<file path="config.mk">
export PLATFORM = sky130hd
export DESIGN_NAME = t06_wall_hit_scanner_flat
export DESIGN_NICKNAME = d
export VERILOG_FILES = /design/src/rtl/t06_snake_pkg.sv /design/src/rtl/t06_wall_hit_scanner_if.sv /design/src/rtl/t06_wall_hit_scanner.sv /design/src/flat_wrapper.sv
export SDC_FILE = /design/constraint.sdc
export NUM_CORES = 1
export LEC_CHECK = 0
export BUFFER_PORTS_ARGS = -buffer_cell sky130_fd_sc_hd__buf_2
export CORE_ASPECT_RATIO = 1.5
export CORE_MARGIN = 2
export CORE_UTILIZATION = 59
export DETAILED_ROUTE_END_ITERATION = 8
export PLACE_DENSITY = 0.85
export SLEW_MARGIN = 25
export SYNTH_ARGS = -nofsm -noshare
export SYNTH_HDL_FRONTEND = slang
export SYNTH_SLANG_ARGS = --single-unit
export TNS_END_PERCENT = 1
</file>
<file path="constraint.sdc">
create_clock -name system_clk -period 3.97 [get_ports system_clk]
set_input_delay 0.397 -clock system_clk [delete_from_list [all_inputs] [get_ports system_clk]]
set_output_delay 0.397 -clock system_clk [all_outputs]
set_load 0.1 [all_outputs]
</file>
<file path="src/rtl/t06_snake_pkg.sv">
// Shared snake-game types and constants used by the wall-hit scanner.
package t06_snake_pkg;

    localparam int unsigned CELL_W        = 8;
    localparam int unsigned NUM_WALLS_DEF = 25;
    localparam int unsigned CNT_W_DEF     = 5;

    localparam logic [CELL_W-1:0] WALL_EMPTY = 8'h00;

    typedef struct packed {
        logic [3:0] y;
        logic [3:0] x;
    } cell_t;

    typedef enum logic [1:0] {
        IDLE = 2'd0,
        SCAN = 2'd1,
        DONE = 2'd2
    } state_e;

    // A wall slot holding 8'h00 is an unused entry.
    function automatic logic cell_occupied(input cell_t c);
        return c != cell_t'(WALL_EMPTY);
    endfunction

endpackage

</file>
<file path="src/rtl/t06_wall_hit_scanner_if.sv">
// Request/result bus between the snake controller and the wall-hit scanner.
interface t06_wall_hit_scanner_if #(
    parameter int unsigned CNT_W = t06_snake_pkg::CNT_W_DEF
);

    logic             check_req;
    logic [7:0]       check_head;
    logic             check_busy;
    logic             check_done;
    logic             wall_collision;
    logic [CNT_W-1:0] wall_count;

    // Requester side (snake controller).
    modport master (
        output check_req,
        output check_head,
        input  check_busy,
        input  check_done,
        input  wall_collision,
        input  wall_count
    );

    // Scanner side.
    modport slave (
        input  check_req,
        input  check_head,
        output check_busy,
        output check_done,
        output wall_collision,
        output wall_count
    );

endinterface

</file>
<file path="src/rtl/t06_wall_hit_scanner.sv">
// Snapshots the wall list on request and scans one slot per cycle, reporting
// whether the proposed head cell hits a wall and how many slots are occupied.
module t06_wall_hit_scanner
    import t06_snake_pkg::*;
#(
    parameter int unsigned NUM_WALLS = NUM_WALLS_DEF,
    parameter int unsigned CNT_W     = CNT_W_DEF
) (
    input  logic                          system_clk,
    input  logic                          nreset,
    input  logic                          enable_in,
    input  logic [NUM_WALLS*CELL_W-1:0]   wall_locations,
    t06_wall_hit_scanner_if.slave         bus
);

    localparam int unsigned IDX_W = $clog2(NUM_WALLS);
    localparam logic [IDX_W-1:0] LAST_IDX = IDX_W'(NUM_WALLS - 1);

    state_e                    state, state_nxt;
    cell_t [NUM_WALLS-1:0]     snap, snap_nxt;
    cell_t                     head, head_nxt;
    logic [IDX_W-1:0]          idx, idx_nxt;
    logic                      hit, hit_nxt;
    logic [CNT_W-1:0]          acc, acc_nxt;
    logic                      busy, busy_nxt;
    logic                      done, done_nxt;
    logic                      collision, collision_nxt;
    logic [CNT_W-1:0]          count, count_nxt;

    cell_t                     slot;
    logic                      slot_used;

    // State and datapath registers; reset drops any pending check.
    always_ff @(posedge system_clk or negedge nreset) begin
        if (!nreset) begin
            state     <= IDLE;
            snap      <= '0;
            head      <= '0;
            idx       <= '0;
            hit       <= 1'b0;
            acc       <= '0;
            busy      <= 1'b0;
            done      <= 1'b0;
            collision <= 1'b0;
            count     <= '0;
        end else begin
            state     <= state_nxt;
            snap      <= snap_nxt;
            head      <= head_nxt;
            idx       <= idx_nxt;
            hit       <= hit_nxt;
            acc       <= acc_nxt;
            busy      <= busy_nxt;
            done      <= done_nxt;
            collision <= collision_nxt;
            count     <= count_nxt;
        end
    end

    // Next-state and next-output logic; one snapshot slot evaluated per SCAN cycle.
    always_comb begin
        state_nxt     = state;
        snap_nxt      = snap;
        head_nxt      = head;
        idx_nxt       = idx;
        hit_nxt       = hit;
        acc_nxt       = acc;
        busy_nxt      = busy;
        done_nxt      = 1'b0;
        collision_nxt = collision;
        count_nxt     = count;

        slot      = snap[idx];
        slot_used = cell_occupied(slot);

        if (!enable_in) begin
            // Wall mode off: abandon any scan and clear the reported results.
            state_nxt     = IDLE;
            busy_nxt      = 1'b0;
            collision_nxt = 1'b0;
            count_nxt     = '0;
        end else begin
            case (state)
                IDLE: begin
                    if (bus.check_req) begin
                        state_nxt = SCAN;
                        snap_nxt  = wall_locations;
                        head_nxt  = cell_t'(bus.check_head);
                        idx_nxt   = '0;
                        hit_nxt   = 1'b0;
                        acc_nxt   = '0;
                        busy_nxt  = 1'b1;
                    end
                end
                SCAN: begin
                    if (slot_used) begin
                        acc_nxt = acc + CNT_W'(1);
                        if (slot == head) begin
                            hit_nxt = 1'b1;
                        end
                    end
                    idx_nxt = idx + IDX_W'(1);
                    if (idx == LAST_IDX) begin
                        // Last slot: publish the accumulators including this slot.
                        state_nxt     = DONE;
                        busy_nxt      = 1'b0;
                        done_nxt      = 1'b1;
                        collision_nxt = hit_nxt;
                        count_nxt     = acc_nxt;
                    end
                end
                DONE: begin
                    state_nxt = IDLE;
                end
                default: begin
                    state_nxt = IDLE;
                    busy_nxt  = 1'b0;
                end
            endcase
        end
    end

    assign bus.check_busy     = busy;
    assign bus.check_done     = done;
    assign bus.wall_collision = collision;
    assign bus.wall_count     = count;

endmodule
</file>
<file path="src/flat_wrapper.sv">
// flat-port wrapper written by rule: the top's interface ports become plain ports
module t06_wall_hit_scanner_flat import t06_snake_pkg::*;
#(
    parameter int unsigned NUM_WALLS = NUM_WALLS_DEF,
    parameter int unsigned CNT_W     = CNT_W_DEF
)
  (system_clk, nreset, enable_in, wall_locations, bus_check_req, bus_check_head, bus_check_busy, bus_check_done, bus_wall_collision, bus_wall_count);
  t06_wall_hit_scanner_if #(.CNT_W(CNT_W)) bus_i ();
  input  logic system_clk;
  input  logic nreset;
  input  logic enable_in;
  input  logic [NUM_WALLS*CELL_W-1:0] wall_locations;
  input wire logic [$bits(bus_i.check_req)-1:0] bus_check_req;
  input wire logic [$bits(bus_i.check_head)-1:0] bus_check_head;
  output wire logic [$bits(bus_i.check_busy)-1:0] bus_check_busy;
  output wire logic [$bits(bus_i.check_done)-1:0] bus_check_done;
  output wire logic [$bits(bus_i.wall_collision)-1:0] bus_wall_collision;
  output wire logic [$bits(bus_i.wall_count)-1:0] bus_wall_count;
  assign bus_i.check_req = bus_check_req;
  assign bus_i.check_head = bus_check_head;
  assign bus_check_busy = bus_i.check_busy;
  assign bus_check_done = bus_i.check_done;
  assign bus_wall_collision = bus_i.wall_collision;
  assign bus_wall_count = bus_i.wall_count;
  t06_wall_hit_scanner #(.NUM_WALLS(NUM_WALLS), .CNT_W(CNT_W)) u_core (.system_clk(system_clk), .nreset(nreset), .enable_in(enable_in), .wall_locations(wall_locations), .bus(bus_i));
endmodule
</file>
==> impl_results.md <==
* Run status: completed
* Power density relative to cell area at 558 nW/um2
* First-iteration detailed-routing DRC count at about 450
* Maximum number of pins on one net before global-route repair at approximately 130
* Leftover overflow at the end of global routing at 0
* Growth of design area from synthesis to finish at 19.6%
* RSZ-0062 raised after global routing: no
* Synthesized instance count at about 700
* DR DRC count at 0
* Total detailed-routing wirelength at ~26,000 um
* Most used standard cells in the synthesized netlist: dfrtp_1 (229), mux2_2 (212), clkbuf_1 (26)
* Count of final max-slew check failures at 0
* Worst Tran Pin Value at between 0.8 and 0.9 ns
* Initial antenna violation count at 8
* Post-CTS clock slew at the launch and capture registers of the worst setup and hold paths at 0.06 ns
* Synthesized area per cell at 15.1 um2
* Clock tree root driver cell: clkbuf_16
* Detailed-router iteration count before antenna repair at 5
* DR vias at a little under 7,000
* Largest fanout of any net on the critical path at 24
* Placed inst area at 11,800 um2
* Maximum count of clock buffers along a single path at 3
* Number of unique standard cell types used by synthesis at 51
* IR Drop Worst-Case VDD at approximately 0.46 mV
* Critical Path Start Type: register
* Row cnt at 60
* Wire length of the first global-routing pass at a little under 40,000 um
* Top cell type's share of synthesized area at between 50 and 60%
* Worst Clk Skew at about 0.0065 ns
* Number of buffers created by CTS at 22
* Resized Gates After CTS at 0
* Min-delay worst type: input port to register
* Maximum clock frequency at 275 MHz
* Avg WL per Cell at between 20 and 25 um
* Worst slew margin at a little over two fifths
* Setup Slack @ Placement at roughly 0.47 ns
* Number of global-route vias before repair at just over 7,000
* Crit share post-route at 91.5%
* Weighted congestion at the end of routability-driven global placement at between 0.8 and 0.9
* Max-cap viol count at 0
* Final Hold Fails at 0
* Initial core utilization at between 50% and 60%
* Number of antenna-violating nets in the routed design at 0
* Htree depth at 1
* EDFF count, synth at 0
* Critical path class: register to register
* Post-detailed-route via-to-cell ratio at 5.92
* Worst EP arrival at just over 4 ns
* Leakage dissipation at ~5.6 nW
* Number of synthesized register bits at between 200 and 250
* IO Count at 220
* Total nets after synthesis at a little over 900
* Post-route minimum period at approximately 3.6 ns
* Detailed Place HPWL at roughly 18,000 um
* Cell types with the largest area share after synthesis: dfrtp_1 (54%), mux2_2 (23%), mux4_1 (5.0%)
* Area leader, netlist: dfrtp_1
* Main flop type after synthesis: dfrtp_1
* Overall Global Routing Usage at 27.3%
* Area of the die at about 19,000 um2
* Filler cells at around 1,200
* Port buffer count at around 220
* Number of clock sinks at approximately 230
* Count of endpoints failing setup in the final report at 0
* Die X at roughly 110 um
* Most frequently used cell type in the post-synthesis netlist: dfrtp_1
* Sequential-to-total area share from yosys stat at around 54%
* CTS tree: yes
* Die outline height at 168 um
* Summed instance area of the synthesized netlist at 10,600 um2
* Synth warn at 0
* Core Box Area at approximately 18,000 um2
* Smallest setup slack after layout at between 0.3 and 0.4 ns
* Final cell area excluding filler cells at about 13,000 um2
* Total negative slack at 0 ns
* FFs w/ async S/R, synth at 100%
* Kind of capture point of the worst setup path: register
* Layout cell share with drive strength beyond 1 at between 50% and 60%
* Later-pin clock latency in the skew report at about 0.50 ns
* NumNets Final at ~1,100
* Required time reported for the critical path endpoint at between 4 and 5 ns
==> per-stage QoR <==
step,instances,power [W],hold WS (ns),utilization [%]
2_1_floorplan,702,0.00434,0.101,-
3_3_place_gp,1105,0.00479,0.462,66.5
3_5_place_dp,1105,0.00486,0.475,66.5
4_1_cts,1145,0.00709,0.0533,70.8
5_1_grt,1155,0.00737,0.110,71.2
6_report,1156,0.00707,0.121,71.2
==> per-layer routing <==
layer	track usage [%]	up-vias	part of all wire, %
li1	-	3042	-
met1	33.2	3481	36
met2	47.0	253	53
met3	4.86	72	5.7
met4	13.4	0	4.8
met5	0	-	0
==> sequential cells by signal, indices dropped and copies added, names as in the netlist <==
name and count:
u_core.bus.wall_count 5, u_core.bus.wall_collision 1, u_core.bus.check_busy 1, u_core.head 8, u_core.idx 5, u_core.bus.check_done 1, u_core.state 2, u_core.hit 1
u_core.snap 200, u_core.acc 5
==> cell families (layout without fill, tap and decap cells) <==
logic type | Yosys count | in the layout | share of synthesized area [%]
other | 0 | 9 | 0
and+or+nand+nor | 68 | 68 | 3.38
DFF | 229 | 229 | 54.1
xor gates and xnor gates | 14 | 14 | 1.16
AOI/OAI and AO/OA | 60 | 60 | 3.85
buffers and inverters | 53 | 281 | 2.84
adders and majority gates | 3 | 3 | 0.355
muxes | 275 | 275 | 34.3
==> worst max-delay path, stage by stage, from the launching register on <==
cell and delay, ns:
dfrtp_2 0.79, buf_4 0.29, mux4_1 0.63, o22ai_1 0.17, o311ai_0 0.21, a222oi_1 0.44
and4b_1 0.47, nor2_1 0.16, o21ai_0 0.23, a22o_1 0.17
==> final timing paths <==
check	start	end	slack, ns	cells after the start
worst max-delay path	u_core.idx[0]$_DFFE_PN0P_	u_core.acc[4]$_DFFE_PN0P_	0.34	9
min in group asynchronous	nreset	u_core.snap[170]$_DFFE_PN0P_	0.35	2
worst min-delay path	wall_locations[88]	u_core.snap[88]$_DFFE_PN0P_	0.12	2
max in group asynchronous	nreset	u_core.snap[131]$_DFFE_PN0P_	2.37	4
worst max register to register	u_core.idx[0]$_DFFE_PN0P_	u_core.acc[4]$_DFFE_PN0P_	0.34	9
worst min register to register	u_core.bus.wall_count[2]$_DFFE_PN0P_	u_core.bus.wall_count[2]$_DFFE_PN0P_	0.48	2
==> area by class of cell <==
class	count	area [um2]	share of cell area, %
Sequential cell	229	5740	45.3
Tap cell	217	272	2.14
Antenna cell	9	22.5	0.178
Clock buffer	31	646	5.10
Clock inverter	9	125	0.988
Timing Repair Buffer	233	1270	10.0
Inverter	8	30.0	0.237
Multi-Input combinational cell	420	4560	36.0
==> layout by cell type, fill, tap and decap left out, types with 4 or more instances in the layout <==
cell type	instances
mux2i_1	19
o21ai_0	16
diode_2	9
buf_2	218
nor2_1	14
clkbuf_8	4
nand3_1	6
dfrtp_1	227
clkinv_2	4
buf_4	9
xnor2_1	7
mux4_1	20
mux2_2	212
a221oi_1	4
nand2_1	21
xor2_1	7
a22o_1	4
mux4_2	23
clkbuf_1	4
inv_1	8
nor2b_1	9
a22oi_1	5
a21oi_1	8
clkbuf_16	23
==> power by group <==
part | leakage, nW | total [W] | switching, W | internal [W]
clock network | 0.375 | 0.00222 | 0.000887 | 0.00133
logic | 2.47 | 0.00162 | 0.000642 | 0.000980
registers | 2.73 | 0.00323 | 0.000399 | 0.00283
total | 5.58 | 0.00707 | 0.00193 | 0.00514
==> timing repair <==
| item | CTS | global route |
|---|---|---|
| setup buffers | 0 | 0 |
| hold buffers | 0 | 1 |
| hold endpoints to repair | 0 | 31 |
Note: power is estimated with default switching activity, not from simulation.
